File: src/rtl/mux_rr_arbiter_pkg.sv
// Shared encodings and grant-decision helper for the two-requester
// round-robin packet arbiter.
package mux_rr_arbiter_pkg;

    typedef enum logic [1:0] {
        ST_IDLE  = 2'd0,
        ST_GNT_A = 2'd1,
        ST_GNT_B = 2'd2
    } arb_state_e;

    typedef enum logic {
        PRIO_A = 1'b0,
        PRIO_B = 1'b1
    } arb_prio_e;

    // Grant chosen from IDLE: a lone requester wins regardless of priority,
    // a tie goes to the side named by prio.
    function automatic arb_state_e grant_of(input logic a_v, input logic b_v,
                                            input arb_prio_e prio);
        arb_state_e g;
        g = ST_IDLE;
        if (a_v && b_v) begin
            g = (prio == PRIO_A) ? ST_GNT_A : ST_GNT_B;
        end else if (a_v) begin
            g = ST_GNT_A;
        end else if (b_v) begin
            g = ST_GNT_B;
        end
        return g;
    endfunction

endpackage

File: src/rtl/mux_rr_arbiter_mux.sv
// One-bit 2:1 multiplexer cell: out = sel ? b : a.
module mux_rr_arbiter_mux (
    output logic out,
    input  logic a,
    input  logic b,
    input  logic sel
);

    assign out = sel ? b : a;

endmodule

File: src/rtl/mux_rr_arbiter.sv
// Two-requester round-robin packet arbiter: grant held for a full packet,
// payload steered through a bank of 1-bit mux cells into one output register.
module mux_rr_arbiter
    import mux_rr_arbiter_pkg::*;
#(
    parameter int WIDTH = 8
) (
    input  logic             clk,
    input  logic             rst,
    input  logic             a_valid,
    output logic             a_ready,
    input  logic [WIDTH-1:0] a_data,
    input  logic             a_last,
    input  logic             b_valid,
    output logic             b_ready,
    input  logic [WIDTH-1:0] b_data,
    input  logic             b_last,
    output logic             out_valid,
    input  logic             out_ready,
    output logic [WIDTH-1:0] out_data,
    output logic             out_last,
    output logic             sel,
    output logic             busy
);

    arb_state_e       r_state;
    arb_prio_e        r_prio;
    logic             r_sel;
    logic             r_busy;
    logic             r_out_valid;
    logic [WIDTH-1:0] r_out_data;
    logic             r_out_last;

    logic [WIDTH-1:0] w_mux_data;
    logic             w_mux_last;
    logic             w_load;
    logic             w_beat_valid;
    logic             w_accept;
    arb_state_e       w_grant;

    genvar gi;
    generate
        for (gi = 0; gi < WIDTH; gi++) begin : g_data_mux
            mux_rr_arbiter_mux u_mux (
                .out (w_mux_data[gi]),
                .a   (a_data[gi]),
                .b   (b_data[gi]),
                .sel (r_sel)
            );
        end
    endgenerate

    mux_rr_arbiter_mux u_last_mux (
        .out (w_mux_last),
        .a   (a_last),
        .b   (b_last),
        .sel (r_sel)
    );

    // The output register can take a beat when empty or draining this cycle.
    assign w_load       = !r_out_valid || out_ready;
    assign w_beat_valid = r_sel ? b_valid : a_valid;
    assign w_accept     = r_busy && w_load && w_beat_valid;
    assign w_grant      = grant_of(a_valid, b_valid, r_prio);

    assign a_ready   = (r_state == ST_GNT_A) && w_load;
    assign b_ready   = (r_state == ST_GNT_B) && w_load;
    assign out_valid = r_out_valid;
    assign out_data  = r_out_data;
    assign out_last  = r_out_last;
    assign sel       = r_sel;
    assign busy      = r_busy;

    always_ff @(posedge clk) begin
        if (rst) begin
            r_state     <= ST_IDLE;
            r_prio      <= PRIO_A;
            r_sel       <= 1'b0;
            r_busy      <= 1'b0;
            r_out_valid <= 1'b0;
            r_out_data  <= '0;
            r_out_last  <= 1'b0;
        end else begin
            if (w_accept) begin
                r_out_valid <= 1'b1;
                r_out_data  <= w_mux_data;
                r_out_last  <= w_mux_last;
            end else if (out_ready) begin
                r_out_valid <= 1'b0;
            end

            case (r_state)
                ST_IDLE: begin
                    r_state <= w_grant;
                    r_sel   <= (w_grant == ST_GNT_B);
                    r_busy  <= (w_grant != ST_IDLE);
                end
                ST_GNT_A, ST_GNT_B: begin
                    // Release only on the accepted last beat; the served side loses priority.
                    if (w_accept && w_mux_last) begin
                        r_state <= ST_IDLE;
                        r_sel   <= 1'b0;
                        r_busy  <= 1'b0;
                        r_prio  <= (r_state == ST_GNT_A) ? PRIO_B : PRIO_A;
                    end
                end
                default: begin
                    r_state <= ST_IDLE;
                    r_sel   <= 1'b0;
                    r_busy  <= 1'b0;
                end
            endcase
        end
    end

endmodule

File: config.mk
export PLATFORM = sky130hd
export DESIGN_NAME = mux_rr_arbiter
export DESIGN_NICKNAME = d
export VERILOG_FILES = /design/src/rtl/mux_rr_arbiter_pkg.sv /design/src/rtl/mux_rr_arbiter_mux.sv /design/src/rtl/mux_rr_arbiter.sv
export SDC_FILE = /design/constraint.sdc
export NUM_CORES = 1
export LEC_CHECK = 0
export ABC_CLOCK_PERIOD_IN_PS = 2050
export BUFFER_PORTS_ARGS = -buffer_cell sky130_fd_sc_hd__buf_2
export CORE_ASPECT_RATIO = 1.1
export CORE_MARGIN = 1
export CORE_UTILIZATION = 47
export CTS_BUF_LIST = sky130_fd_sc_hd__clkbuf_8
export DETAILED_ROUTE_END_ITERATION = 6
export PLACE_DENSITY = 0.81
export SETUP_SLACK_MARGIN = 0.05
export SLEW_MARGIN = 5
export SYNTH_ARGS = -nofsm -noshare
export SYNTH_HDL_FRONTEND = slang
export SYNTH_SLANG_ARGS = --single-unit
File: constraint.sdc
create_clock -name clk -period 2.05 [get_ports clk]
set_input_delay 0.1025 -clock clk [delete_from_list [all_inputs] [get_ports clk]]
set_output_delay 0.1025 -clock clk [all_outputs]
set_load 0.02 [all_outputs]
==> results.json, run 1 <==
{
  "cap_violations": 0,
  "die_height_um": 44.58,
  "cts_tree": "yes",
  "peakVddDrop_v": 0.0003956,
  "grtUsageTotal": 0.1986,
  "worstHoldStart": "a_data[2]",
  "synth_edf_count": 0,
  "report.final.slew_viol_count": 0,
  "yosys.area_share.adder": 0.04847,
  "synth-seq-cells": 15,
  "p_int_uw": 547.0,
  "drive_gt1_frac": 0.4052,
  "ys_warn_count": 0,
  "holdPathEnd": "out_data[2]$_SDFFE_PP0P_",
  "clkSlewWorstSetupHoldPaths_ns": 0.06,
  "clock_path_buffers": 2,
  "swShare": 0.3129,
  "wirelength_um": 1688,
  "setup_viol": 0,
  "syn_inst": 80,
  "gp_congestion": 0.8569,
  "fillCellCount": 137,
  "die-width_um": 40.71,
  "synth_area_um2": 774.5,
  "ys_seq_area_frac": 0.3877,
  "syn_to_final_growth_pct": 28.27,
  "postCtsSetupBuffers": 0,
  "synth-xor-area-share": 0,
  "seqPwrFrac": 0.428,
  "grt_pass1_wl_um": 2470,
  "cts.sinks": 15,
  "rsz0062_at_grt": "false",
  "cp_slowest_cell": "and3_1",
  "r2r_end": "out_data[4]$_SDFFE_PP0P_",
  "port-buffer-count": 36,
  "leakagePower_nw": 0.4407,
  "synth_top_family_by_area": "compound AO/OA/AOI/OAI gates",
  "grt_overflow": 0,
  "fin_setup_tns_ns": 0,
  "rows": 15,
  "syn-num-nets": 106,
  "ctsResizeCount": 0,
  "fmax_mhz": 613.5,
  "drt_pass1_iterations": 4,
  "cts_hold_buf": 0,
  "pwr-share-clk": 0.287,
  "top_level_ports": 37,
  "synthMuxAreaShare": 0.1422,
  "ys.flop_type": "dfxtp_1",
  "min_path_type": "input port to flop",
  "ff2ff_path_depth": 4,
  "cp.arrival_ns": 1.78,
  "postRouteAntennaNets": 0,
  "worstSetupPathType": "flop to flop",
  "diodes": 0,
  "r2r-start": "out_valid$_SDFFE_PP0P_",
  "relSlewSlack": 0.5987,
  "synthArstFlopShare": 0,
  "vias": 708,
  "power_density_mw_per_mm2": 801.3,
  "clockRootBuffer": "clkbuf_8",
  "status": "finished clean",
  "die_area_mm2": 0.001814,
  "power.switching_uw": 249.1,
  "cts_made_buffers": 3,
  "drc": 0,
  "final-hold-violation-count": 0,
  "first_global_vias": 596,
  "worst-endpoint-required_ns": 2.20,
  "avgRoutedWirePerCell_um": 12.69,
  "period_minus_slack_ns": 1.630,
  "fin_crit_sh": 0.7951,
  "start_util": 0.4972,
  "dp_hpwl_um": 1272,
  "synth_area_leaders": "dfxtp_1 39%, mux2i_1 10%, a211oi_2 6.5%",
  "cp_cell_sequence": "or2b_1, and3_1, nor2_1, a211oi_1",
  "antenna_found_initial": 0,
  "synth_top_area_share": 0.3877,
  "worst_pin_slew_ns": 0.6019,
  "syn_avg_cell_area_um2": 9.681,
  "crit_path_max_incr_delay_ns": 0.59,
  "whs_ns": 0.2077,
  "setup.worst_path.end_class": "flop",
  "core_area_mm2": 0.001558,
  "synth_compound_area_frac": 0.1906,
  "cts.htree.levels": 1,
  "synth_simple_gate_area_frac": 0.1664,
  "startpoint_type": "flop",
  "yosysTopAreaCell": "dfxtp_1",
  "vias_per_cell": 5.323,
  "finClkSkew_ns": 0.001536,
  "r2r_setup_slack_ns": 0.42,
  "min_delay_path_depth": 3,
  "grt_start_max_net_pins": 18,
  "nNetsFinal": 143,
  "synth.distinct_cells": 23,
  "drt_iter0_markers": 12,
  "comb_power_share": 0.285,
  "crit_fanout": 17,
  "clk_latency_ns": 0.24
}
synth_stat cells, drive strengths merged (2+ instances only):
| library cell | n |
|---|---|
| a211oi | 8 |
| a21oi | 7 |
| a221o | 2 |
| and2 | 2 |
| buf | 3 |
| clkbuf | 2 |
| dfxtp | 15 |
| ha | 3 |
| inv | 4 |
| mux2 | 2 |
| mux2i | 8 |
| nand2 | 3 |
| nand3 | 5 |
| nand4 | 2 |
| nor2 | 9 |
layout make-up:
type / count / area [µm²] / area share
inverter: 4 / 15.01 / 0.01511
multi-input combinational: 56 / 424.2 / 0.4270
tap: 17 / 21.27 / 0.02141
timing repair buffer: 37 / 187.7 / 0.1889
sequential: 15 / 300.3 / 0.3023
clock inverter: 1 / 3.754 / 0.003778
clock buffer: 3 / 41.29 / 0.04156
layer usage:
metal / vias to the layer above / global-route usage / wire length (µm)
li1: 357 / - / -
met1: 327 / 0.2094 / 668
met2: 22 / 0.3683 / 940
met3: 2 / 0.03015 / 63
met4: 0 / 0.08000 / 16
met5: - / 0 / 0
per-stage QoR:
step	area (µm²)	setup slack (ns)	instances	utilization	total power [mW]
floorplan	774.5	0.4739	80	-	0.5065
global placement	948.4	0.5366	129	0.6088	0.5641
detailed placement	948.4	0.4122	129	0.6088	0.5733
CTS	993.5	0.3902	133	0.6378	0.8066
global route	993.5	0.2692	133	0.6378	0.8464
finish	993.5	0.4200	133	0.6378	0.7960
critical path, delay by kind of cell (launching register included):
| family | cells | cell delay (ns) |
|---|---|---|
| flip-flops | 1 | 0.30 |
| AO/OA/AOI/OAI | 1 | 0.26 |
| AND/OR/NAND/NOR | 3 | 0.98 |
logic make-up after synthesis:
family | after synthesis
mux | 10
flops | 15
simple gates | 24
compound gates | 19
fa+ha+maj | 3
buf+inv | 9
power groups by stage:
stage	clock (mW)	sequential, mW	combinational, mW
floorplan	0	0.377	0.129
global placement	0	0.345	0.219
detailed placement	0	0.347	0.226
CTS	0.237	0.341	0.229
global route	0.254	0.345	0.247
finish	0.228	0.341	0.227
cells in the final DEF (no fill, tap or decap), types with 2 or more instances in the layout:
cell type | Yosys | final
dfxtp_1 | 15 | 15
clkbuf_8 | 0 | 3
and2_1 | 2 | 2
mux2i_1 | 8 | 8
a221o_1 | 2 | 2
a211oi_2 | 4 | 4
ha_1 | 3 | 3
inv_1 | 4 | 5
nand3_1 | 5 | 5
a21oi_1 | 7 | 7
mux2_4 | 2 | 2
a211oi_1 | 4 | 4
nor2_1 | 9 | 9
nand2_1 | 3 | 3
buf_2 | 1 | 36
flip-flops by register name, summed over array words and instances (netlist names):
| name | count |
|---|---|
| r_state | 2 |
| out_last | 1 |
| sel | 1 |
| r_prio | 1 |
| busy | 1 |
| out_data | 8 |
| out_valid | 1 |
worst max path at each step:
| stage | start | to | slack (ns) | cells after the start |
|---|---|---|---|---|
| floorplan | sel$_SDFFE_PP0P_ | out_data[7]$_SDFFE_PP0P_ | 0.47 | 6 |
| global placement | out_valid$_SDFFE_PP0P_ | out_data[7]$_SDFFE_PP0P_ | 0.54 | 4 |
| detailed placement | out_valid$_SDFFE_PP0P_ | out_data[4]$_SDFFE_PP0P_ | 0.41 | 4 |
| CTS | out_valid$_SDFFE_PP0P_ | out_data[4]$_SDFFE_PP0P_ | 0.39 | 4 |
| global route | out_valid$_SDFFE_PP0P_ | out_data[4]$_SDFFE_PP0P_ | 0.27 | 4 |
| finish | out_valid$_SDFFE_PP0P_ | out_data[4]$_SDFFE_PP0P_ | 0.42 | 4 |
Note: power is estimated with default switching activity, not from simulation.
==> run 2: changes to the inputs <==
ABC_AREA = 1   (was not set)
ABC_CLOCK_PERIOD_IN_PS = 1550   (was 2050)
PLACE_DENSITY = 0.8   (was 0.81)
clock period = 1.55 ns   (was 2.05 ns; I/O delays follow)
==> run 2 against run 1 <==
Compared with the run above: power grew 35%; combinational power grew 39%; cell count grew 35%; synthesized area grew 5.3%; final area grew 5.4%; worst hold slack lost 0.11 ns; critical path depth grew 3; routed wire length grew 10%; global-route usage grew 2.4 points; critical path type unchanged; critical endpoint unchanged; largest cell class unchanged.
==> results.json, run 2 <==
{
  "relSlewSlack": 0.8101,
  "min_delay_path_depth": 2,
  "fin_total_pwr_mw": 1.074,
  "cp_slowest_cell": "dfxtp_1",
  "syn_inst": 123,
  "vias": 871,
  "cap_violations": 0,
  "finClkSkew_ns": 0.002482,
  "setup_viol": 0,
  "ff2ff_path_depth": 7,
  "setup.worst_path.end_class": "flop",
  "synth_compound_area_frac": 0.09816,
  "swShare": 0.3345,
  "drt_iter0_markers": 27,
  "top_level_ports": 37,
  "layout_commonest_cell": "nand2_1",
  "cts_hold_buf": 0,
  "cts.htree.levels": 1,
  "yosys.area_share.adder": 0.04601,
  "vias_per_cell": 4.866,
  "min_path_type": "input port to flop",
  "status": "finished clean",
  "synth_area_um2": 815.8,
  "start_util": 0.5114,
  "wirelength_um": 1859,
  "rows": 15,
  "synth-seq-cells": 15,
  "cts.sinks": 15,
  "ctsResizeCount": 0,
  "synth_edf_count": 0,
  "mostFrequentLayoutCells": "38 x nand2_1, 36 x buf_2, 23 x nor2_1, 15 x dfxtp_1, 12 x inv_1",
  "fillCellCount": 139,
  "drt_pass1_iterations": 4,
  "final-hold-violation-count": 0,
  "r2r-start": "sel$_SDFFE_PP0P_",
  "postCtsSetupBuffers": 0,
  "worstSetupPathType": "flop to flop",
  "leakagePower_nw": 0.5860,
  "first_global_vias": 795,
  "p_int_uw": 714.8,
  "crit_fanout": 11,
  "drive_gt1_frac": 0.3086,
  "power.switching_uw": 359.3,
  "cts_tree": "yes",
  "comb_power_share": 0.294,
  "clkSlewWorstSetupHoldPaths_ns": 0.06,
  "ys_seq_area_frac": 0.3681,
  "postRouteAntennaNets": 0,
  "pwr-share-clk": 0.285,
  "peakVddDrop_v": 0.0005877,
  "holdPathEnd": "busy$_SDFFE_PP0P_",
  "syn_avg_cell_area_um2": 6.632,
  "fin_ws_ns": 0.2492,
  "dp_hpwl_um": 1439,
  "die-width_um": 41.72,
  "die_area_mm2": 0.001906,
  "crit_path_max_incr_delay_ns": 0.41,
  "startpoint_type": "flop",
  "worst-endpoint-required_ns": 1.69,
  "diodes": 0,
  "seqPwrFrac": 0.422,
  "dp_slack_ns": 0.2449,
  "port-buffer-count": 36,
  "fmax_mhz": 768.8,
  "worst_pin_slew_ns": 0.2848,
  "ys_warn_count": 0,
  "grt_overflow": 0,
  "synth-xor-area-share": 0,
  "synth.distinct_cells": 15,
  "synth_top_family_by_area": "simple AND/OR/NAND/NOR gates",
  "antenna_found_initial": 0,
  "largest_reg_flops": 8,
  "synth_area_leaders": "dfxtp_1 37%, nand2_1 17%, nor2_1 11%",
  "synth_common_cells": "38 x nand2_1, 23 x nor2_1, 15 x dfxtp_1",
  "synth.most_common_cell": "nand2_1",
  "fin_crit_sh": 0.8392,
  "fin_cells": 179,
  "cts_made_buffers": 3,
  "syn_to_final_growth_pct": 28.37,
  "rsz0062_at_grt": "false",
  "drc": 0,
  "period_minus_slack_ns": 1.301,
  "r2r_end": "out_data[4]$_SDFFE_PP0P_",
  "grtUsageTotal": 0.2227,
  "fin_setup_tns_ns": 0,
  "grt_pass1_wl_um": 3208,
  "core_area_mm2": 0.001595,
  "placed_cells": 175,
  "grt_start_max_net_pins": 12,
  "synth_top_area_share": 0.3681,
  "avgRoutedWirePerCell_um": 10.39,
  "synthMuxAreaShare": 0,
  "clockRootBuffer": "clkbuf_8",
  "cp.arrival_ns": 1.44,
  "nNetsFinal": 189,
  "syn-num-nets": 149,
  "ys.flop_type": "dfxtp_1",
  "yosysTopAreaCell": "dfxtp_1",
  "power_density_mw_per_mm2": 1026,
  "die_height_um": 45.70,
  "synthArstFlopShare": 0,
  "worstHoldStart": "rst",
  "clock_path_buffers": 2,
  "gp_congestion": 0.7708,
  "r2r_setup_slack_ns": 0.25,
  "cp_cell_sequence": "inv_2, nand2_1, nand2_1, nor2_4, inv_2, nor2_1, nor2_1",
  "report.final.slew_viol_count": 0,
  "clk_latency_ns": 0.24,
  "synth_simple_gate_area_frac": 0.4003
}
[run 2: per-stage QoR]
stage               hold WS, ns    util  cell area, µm²
global route            0.09515  0.6565            1047
global placement         0.3384  0.6282            1002
finish                  0.09342  0.6565            1047
floorplan                0.1466       -           815.8
detailed placement       0.3474  0.6282            1002
CTS                     0.08400  0.6565            1047
[run 2: cell type report]
type                            count  area, µm²  area share
Clock buffer                        3      41.29     0.03943
Clock inverter                      1      3.754    0.003584
Inverter                           13      48.80     0.04660
Multi-Input combinational cell     93      444.2      0.4241
Sequential cell                    15      300.3      0.2867
Tap cell                           17      21.27     0.02031
Timing Repair Buffer               37      187.7      0.1792
[run 2: worst max path at each step]
stage | start | endpoint | slack (ns) | cells after the start
after floorplan | sel$_SDFFE_PP0P_ | r_state[1]$_SDFFE_PP0P_ | 0.35 | 8
after global placement | sel$_SDFFE_PP0P_ | r_state[1]$_SDFFE_PP0P_ | 0.30 | 7
after detailed placement | sel$_SDFFE_PP0P_ | out_data[4]$_SDFFE_PP0P_ | 0.24 | 7
after CTS | sel$_SDFFE_PP0P_ | out_data[4]$_SDFFE_PP0P_ | 0.23 | 7
after global routing | sel$_SDFFE_PP0P_ | out_data[2]$_SDFFE_PP0P_ | 0.1 | 7
final | sel$_SDFFE_PP0P_ | out_data[4]$_SDFFE_PP0P_ | 0.25 | 7
[run 2: power groups by stage]
stage / sequential (mW) / clock, mW / combinational [mW]
2_1_floorplan: 0.500 / 0 / 0.177
3_3_place_gp: 0.460 / 0 / 0.309
3_5_place_dp: 0.460 / 0 / 0.317
4_1_cts: 0.453 / 0.316 / 0.318
5_1_grt: 0.457 / 0.326 / 0.354
6_report: 0.453 / 0.306 / 0.315
[run 2: kinds of logic (layout without fill, tap and decap cells)]
| group | count (synthesis) | count (layout) |
|---|---|---|
| buffers and inverters | 15 | 54 |
| adders and majority gates | 3 | 3 |
| and+or+nand+nor | 74 | 74 |
| AOI/OAI and AO/OA | 16 | 16 |
| DFF | 15 | 15 |
[run 2: critical path: cells and delay by family (launching register included)]
kind          cells  cell delay [ns]
flops             1             0.41
buf+inv           2             0.27
simple gates      5             0.50
[run 2: metal layers]
metal	up-vias	track usage	share of wire	wire, µm
li1	455	-	-	-
met4	0	0.1226	0.012	23
met1	384	0.2829	0.45	839
met3	4	0.02778	0.048	90
met2	28	0.3719	0.49	905
met5	-	0	0	0
